[config.mk]
export PLATFORM = sky130hd
export DESIGN_NAME = pe_mac_v2
export DESIGN_NICKNAME = d
export VERILOG_FILES = /design/src/rtl/pe_mac_v2.sv
export SDC_FILE = /design/constraint.sdc
export NUM_CORES = 1
export LEC_CHECK = 0
export CAP_MARGIN = 40
export CORE_MARGIN = 2
export CORE_UTILIZATION = 45
export CTS_CLUSTER_DIAMETER = 150
export DETAILED_ROUTE_END_ITERATION = 6
export PLACE_DENSITY = 0.71
export SLEW_MARGIN = 20
export SYNTH_ARGS = -nofsm -noshare
export SYNTH_HDL_FRONTEND = slang
export SYNTH_SLANG_ARGS = --single-unit
[constraint.sdc]
create_clock -name clk -period 6.5 [get_ports clk]
set_input_delay 1.3 -clock clk [delete_from_list [all_inputs] [get_ports clk]]
set_output_delay 1.3 -clock clk [all_outputs]
set_load 0.02 [all_outputs]
[src/rtl/pe_mac_v2.sv]
// Output-stationary systolic PE: saturating signed/unsigned MAC with operand forwarding
// and a double-buffered, requantised readout chain that drains while the next tile accumulates.
module pe_mac_v2 #(
  parameter int DATA_W = 8,
  parameter int ACC_W  = 24,
  parameter int OUT_W  = 8
) (
  input  logic              clk,
  input  logic              rst_n,
  input  logic              mode_signed,
  input  logic [DATA_W-1:0] in_a,
  input  logic [DATA_W-1:0] in_b,
  input  logic              in_valid,
  input  logic              in_first,
  output logic [DATA_W-1:0] out_a,
  output logic [DATA_W-1:0] out_b,
  output logic              out_valid,
  output logic              out_first,
  input  logic              acc_clr,
  input  logic              capture,
  input  logic [4:0]        shift_amt,
  input  logic              chain_en,
  input  logic [OUT_W-1:0]  chain_in,
  output logic [OUT_W-1:0]  chain_out,
  output logic              ovf
);

  generate
    if (ACC_W < 2 * DATA_W) begin : g_bad_acc_w
      $error("pe_mac_v2: ACC_W must be >= 2*DATA_W");
    end
  endgenerate

  // Two guard bits above the accumulator hold any acc+prod sum exactly in both modes.
  localparam int WW = ACC_W + 2;
  localparam int RW = ACC_W + 1;

  logic [ACC_W-1:0] acc;
  logic [WW-1:0]    a_w, b_w, prod_w, acc_w, sum_w;
  logic [ACC_W-1:0] sum_sat;
  logic             sum_ovf;

  always_comb begin
    if (mode_signed) begin
      a_w   = {{(WW-DATA_W){in_a[DATA_W-1]}}, in_a};
      b_w   = {{(WW-DATA_W){in_b[DATA_W-1]}}, in_b};
      acc_w = {{2{acc[ACC_W-1]}}, acc};
    end else begin
      a_w   = {{(WW-DATA_W){1'b0}}, in_a};
      b_w   = {{(WW-DATA_W){1'b0}}, in_b};
      acc_w = {2'b00, acc};
    end
    prod_w  = a_w * b_w;
    sum_w   = acc_w + prod_w;
    sum_sat = sum_w[ACC_W-1:0];
    sum_ovf = 1'b0;
    if (mode_signed) begin
      if (sum_w[WW-1:ACC_W-1] != {3{sum_w[WW-1]}}) begin
        sum_ovf = 1'b1;
        sum_sat = sum_w[WW-1] ? {1'b1, {(ACC_W-1){1'b0}}} : {1'b0, {(ACC_W-1){1'b1}}};
      end
    end else if (sum_w[WW-1:ACC_W] != 2'b00) begin
      sum_ovf = 1'b1;
      sum_sat = '1;
    end
  end

  logic [4:0]       shift_eff;
  logic [RW-1:0]    acc_x, rnd, rnd_sum, shifted;
  logic [OUT_W-1:0] requant;

  // Round-half-up then shift; an out-of-range shift is clamped rather than wrapped.
  always_comb begin
    shift_eff = (int'(shift_amt) >= ACC_W) ? 5'(ACC_W - 1) : shift_amt;
    acc_x     = mode_signed ? {acc[ACC_W-1], acc} : {1'b0, acc};
    rnd       = (shift_eff == 5'd0) ? '0 : (RW'(1) << (shift_eff - 5'd1));
    rnd_sum   = acc_x + rnd;
    if (mode_signed) shifted = $signed(rnd_sum) >>> shift_eff;
    else             shifted = rnd_sum >> shift_eff;
    requant = shifted[OUT_W-1:0];
    if (mode_signed) begin
      if (shifted[RW-1:OUT_W-1] != {(RW-OUT_W+1){shifted[RW-1]}})
        requant = shifted[RW-1] ? {1'b1, {(OUT_W-1){1'b0}}} : {1'b0, {(OUT_W-1){1'b1}}};
    end else if (|shifted[RW-1:OUT_W]) begin
      requant = '1;
    end
  end

  // Capture sees acc as registered, so capture+in_first snapshots the tile that just ended.
  always_ff @(posedge clk or negedge rst_n) begin
    if (!rst_n) begin
      acc       <= '0;
      ovf       <= 1'b0;
      out_a     <= '0;
      out_b     <= '0;
      out_valid <= 1'b0;
      out_first <= 1'b0;
      chain_out <= '0;
    end else begin
      out_a     <= in_a;
      out_b     <= in_b;
      out_valid <= in_valid;
      out_first <= in_first;
      if (acc_clr) begin
        acc <= '0;
        ovf <= 1'b0;
      end else if (in_valid && in_first) begin
        acc <= prod_w[ACC_W-1:0];
        ovf <= 1'b0;
      end else if (in_valid) begin
        acc <= sum_sat;
        ovf <= ovf | sum_ovf;
      end
      if (capture)       chain_out <= requant;
      else if (chain_en) chain_out <= chain_in;
    end
  end

endmodule
==> flow_metrics.py <==
metrics = {
    "setup_path": {
        "crit_top_cell": "fa_1",
        "r2r_start": "acc[0]",
        "crit_slowest_cell": "fa_2",
        "crit_path_max_incr_delay_ns": 0.59,
        "crit_type": "input port to flip-flop",
        "crit_start": "mode_signed",
        "path_max_fanout": 5,
        "required_ns": 6.72,
        "arrival_ns": 9.28,
        "startpoint_type": "input port",
        "cp-end-kind": "flip-flop",
    },
    "yosys": {
        "yosys.area_share.simple": 0.1700,
        "synth_area_leader_cell": "fa_1",
        "syn_avg_cell_area_sq_um": 8.063,
        "netlist_area_sq_mm": 0.01382,
        "synth_seq_cells": 51,
        "synthAdderAreaFrac": 0.3469,
        "yosys.area_share.xor_xnor": 0.04934,
        "ys.flop_type": "dfrtp_1",
        "synth_top_family_by_area": "adder cells",
        "ys_seq_area_frac": 0.09235,
        "synth.distinct_cells": 106,
        "synth_compound_area_frac": 0.2324,
        "synth.area.top_cells": "fa_1 (22%), ha_1 (13%), dfrtp_1 (9.2%)",
        "async_reset_ff_frac": 1.000,
        "muxShareOfSynthArea": 0.01268,
        "netlist_instances": 1714,
        "yosys.area.top_type_share": 0.2158,
        "synth_fp_nets": 2044,
        "ys_warn_count": 0,
        "synth-edff-count": 0,
    },
    "grt": {
        "overflow": 0,
        "antenna_found_initial": 0,
        "grt_max_degree": 52,
        "grt_use_total": 0.2884,
        "grt_pass1_wl_um": 73400,
        "grt_pass1_vias": 15040,
    },
    "die": {
        "die_h_um": 179.2,
        "start_util": 0.4542,
        "core_area_sq_mm": 0.03043,
        "rows": 64,
        "design.portCount": 64,
        "dieArea_sq_mm": 0.03213,
        "die_w_um": 179.2,
    },
    "finish": {
        "layout.nets": 2461,
        "layout_common_cells": "buf_4 (413), inv_1 (253), nand2_1 (157)",
        "antenna_cells": 0,
        "mostFrequentLayoutCell": "buf_4",
        "layout-drive-gt1-share": 0.2811,
        "fin_cells": 2527,
        "fin_area_sq_mm": 0.01857,
        "syn_to_final_growth_pct": 34.40,
    },
    "drt": {
        "wirelength_um": 46100,
        "post_drt_wl_per_cell_um": 18.24,
        "vias": 14350,
        "first_iter_violations": 837,
        "avgViaCountPerCell": 5.678,
        "first_pass_iters": 5,
        "ant_nets": 0,
        "drc": 0,
    },
    "timing": {
        "rsz0062_at_grt": "true",
        "setup_violations": 25,
        "fin_crit_ns": 9.055,
        "max_slew_margin": 0.4960,
        "hold_viol": 0,
        "drv_slew": 0,
        "finalWorstSetupSlack_ns": -2.555,
        "min_period_over_period": 1.393,
        "skew_ns": 0.01096,
        "worst_pin_slew_ns": 0.7560,
        "fmax_ghz": 0.1104,
    },
    "clocking": {
        "cts_buffer_depth": 2,
        "ctsHtreeMaxLevel": 2,
        "clk_pin_slew_ns": 0.08,
        "cts_tree": "built",
        "clock-root-buffer": "clkbuf_16",
        "cts_made_buffers": 5,
        "cts.sinks": 51,
        "clock_latency_ns": 0.31,
    },
    "worst_hold_path": {
        "min_path_type": "flip-flop to flip-flop",
        "hold_path.startpoint": "acc[6]",
    },
    "placement": {
        "placed_cell_area_sq_mm": 0.01768,
        "hpwl_um": 37640,
        "placed_cells": 2485,
        "place_congestion": 0.9422,
        "port_buffers": 63,
    },
    "outcome": {
        "violations": "setup timing",
        "status": "finished with violations",
    },
    "run": {
        "max_cap_violations": 0,
    },
}
[worst max-delay path: cells and delay by family]
kind / cells / cell delay, ns
buf+inv: 7 / 0.53
xor+xnor: 1 / 0.22
simple gates: 5 / 0.75
fa+ha+maj: 9 / 3.62
compound gates: 14 / 2.85
[logic make-up (layout without fill, tap and decap cells)]
| family | Yosys count | after routing |
|---|---|---|
| muxes | 16 | 16 |
| adders and majority gates | 294 | 294 |
| xor gates and xnor gates | 77 | 77 |
| other | 1 | 1 |
| DFF | 51 | 51 |
| buffers and inverters | 343 | 760 |
| and+or+nand+nor | 483 | 483 |
| AOI/OAI and AO/OA | 449 | 449 |
[layout make-up]
type                       instances  area, sq um
timing repair buffer             490         3870
sequential                        51         1276
clock buffer                       5        125.1
inverter                         263        992.2
fill                            2617        11860
multi-input combinational       1320        11780
clock inverter                     2        37.54
tap                              396        495.5
[stage by stage]
stage / utilization / hold WS, ns / setup TNS, ns / worst slack [ns]
after detailed placement: 0.5809 / 0.5721 / -86.66 / -3.415
after CTS: 0.6002 / 0.5908 / -62.87 / -2.544
after floorplan: - / 0.5002 / -73.22 / -2.971
final: 0.6104 / 0.5921 / -62.73 / -2.555
after global placement: 0.5809 / 0.5572 / -79.72 / -3.140
after global routing: 0.6104 / 0.6174 / -70.60 / -2.889
[Yosys cell counts, types with 13 or more instances]
cell and number:
a211oi_1 18, a21o_1 28, a21oi_1 87, a22oi_1 23
a31oi_1 19, and2_1 39, and3_1 24, clkbuf_1 60
dfrtp_1 51, fa_1 149, ha_1 144, inv_1 263
mux2i_1 13, nand2_1 163, nand2b_1 19, nand3_1 27
nor2_1 117, nor3_1 25, o211ai_1 17, o21a_1 20
o21ai_0 86, o22ai_1 15, xnor2_1 59, xor2_1 17
[routing by layer]
metal,global-route usage,share of wire,up-vias
met1,0.3406,0.40,6988
li1,-,-,6715
met3,0.02566,0.047,135
met4,0.1307,0.046,0
met5,0,0,-
met2,0.5275,0.51,510
[path summary, 6_finish.rpt]
check                                 to  slack [ns]  cells past startpoint
worst max-delay path             acc[20]       -2.56                     36
max in group asynchronous        acc[11]        4.85                      2
worst max register to register    acc[9]        1.58                     22
worst min register to register    acc[6]        0.59                      2
min in group asynchronous       out_a[6]        1.12                      2
worst min-delay path              acc[6]        0.59                      2
[flip-flops by register name, indices dropped and copies added, names as in the netlist]
register   cells
chain_out      8
out_first      1
out_b          8
out_valid      1
acc           24
ovf            1
out_a          8
[timing repair]
item / CTS / global route
gates cloned: 4 / 0
gates resized for setup: 113 / 55
buffers inserted: 17 / 15
setup endpoints to repair: 33 / 33
hold buffers: 0 / 0
pin swaps: 49 / 57
Power is not shown: default switching activity piles up to over one toggle a cycle in this logic, so the estimate is an artifact.
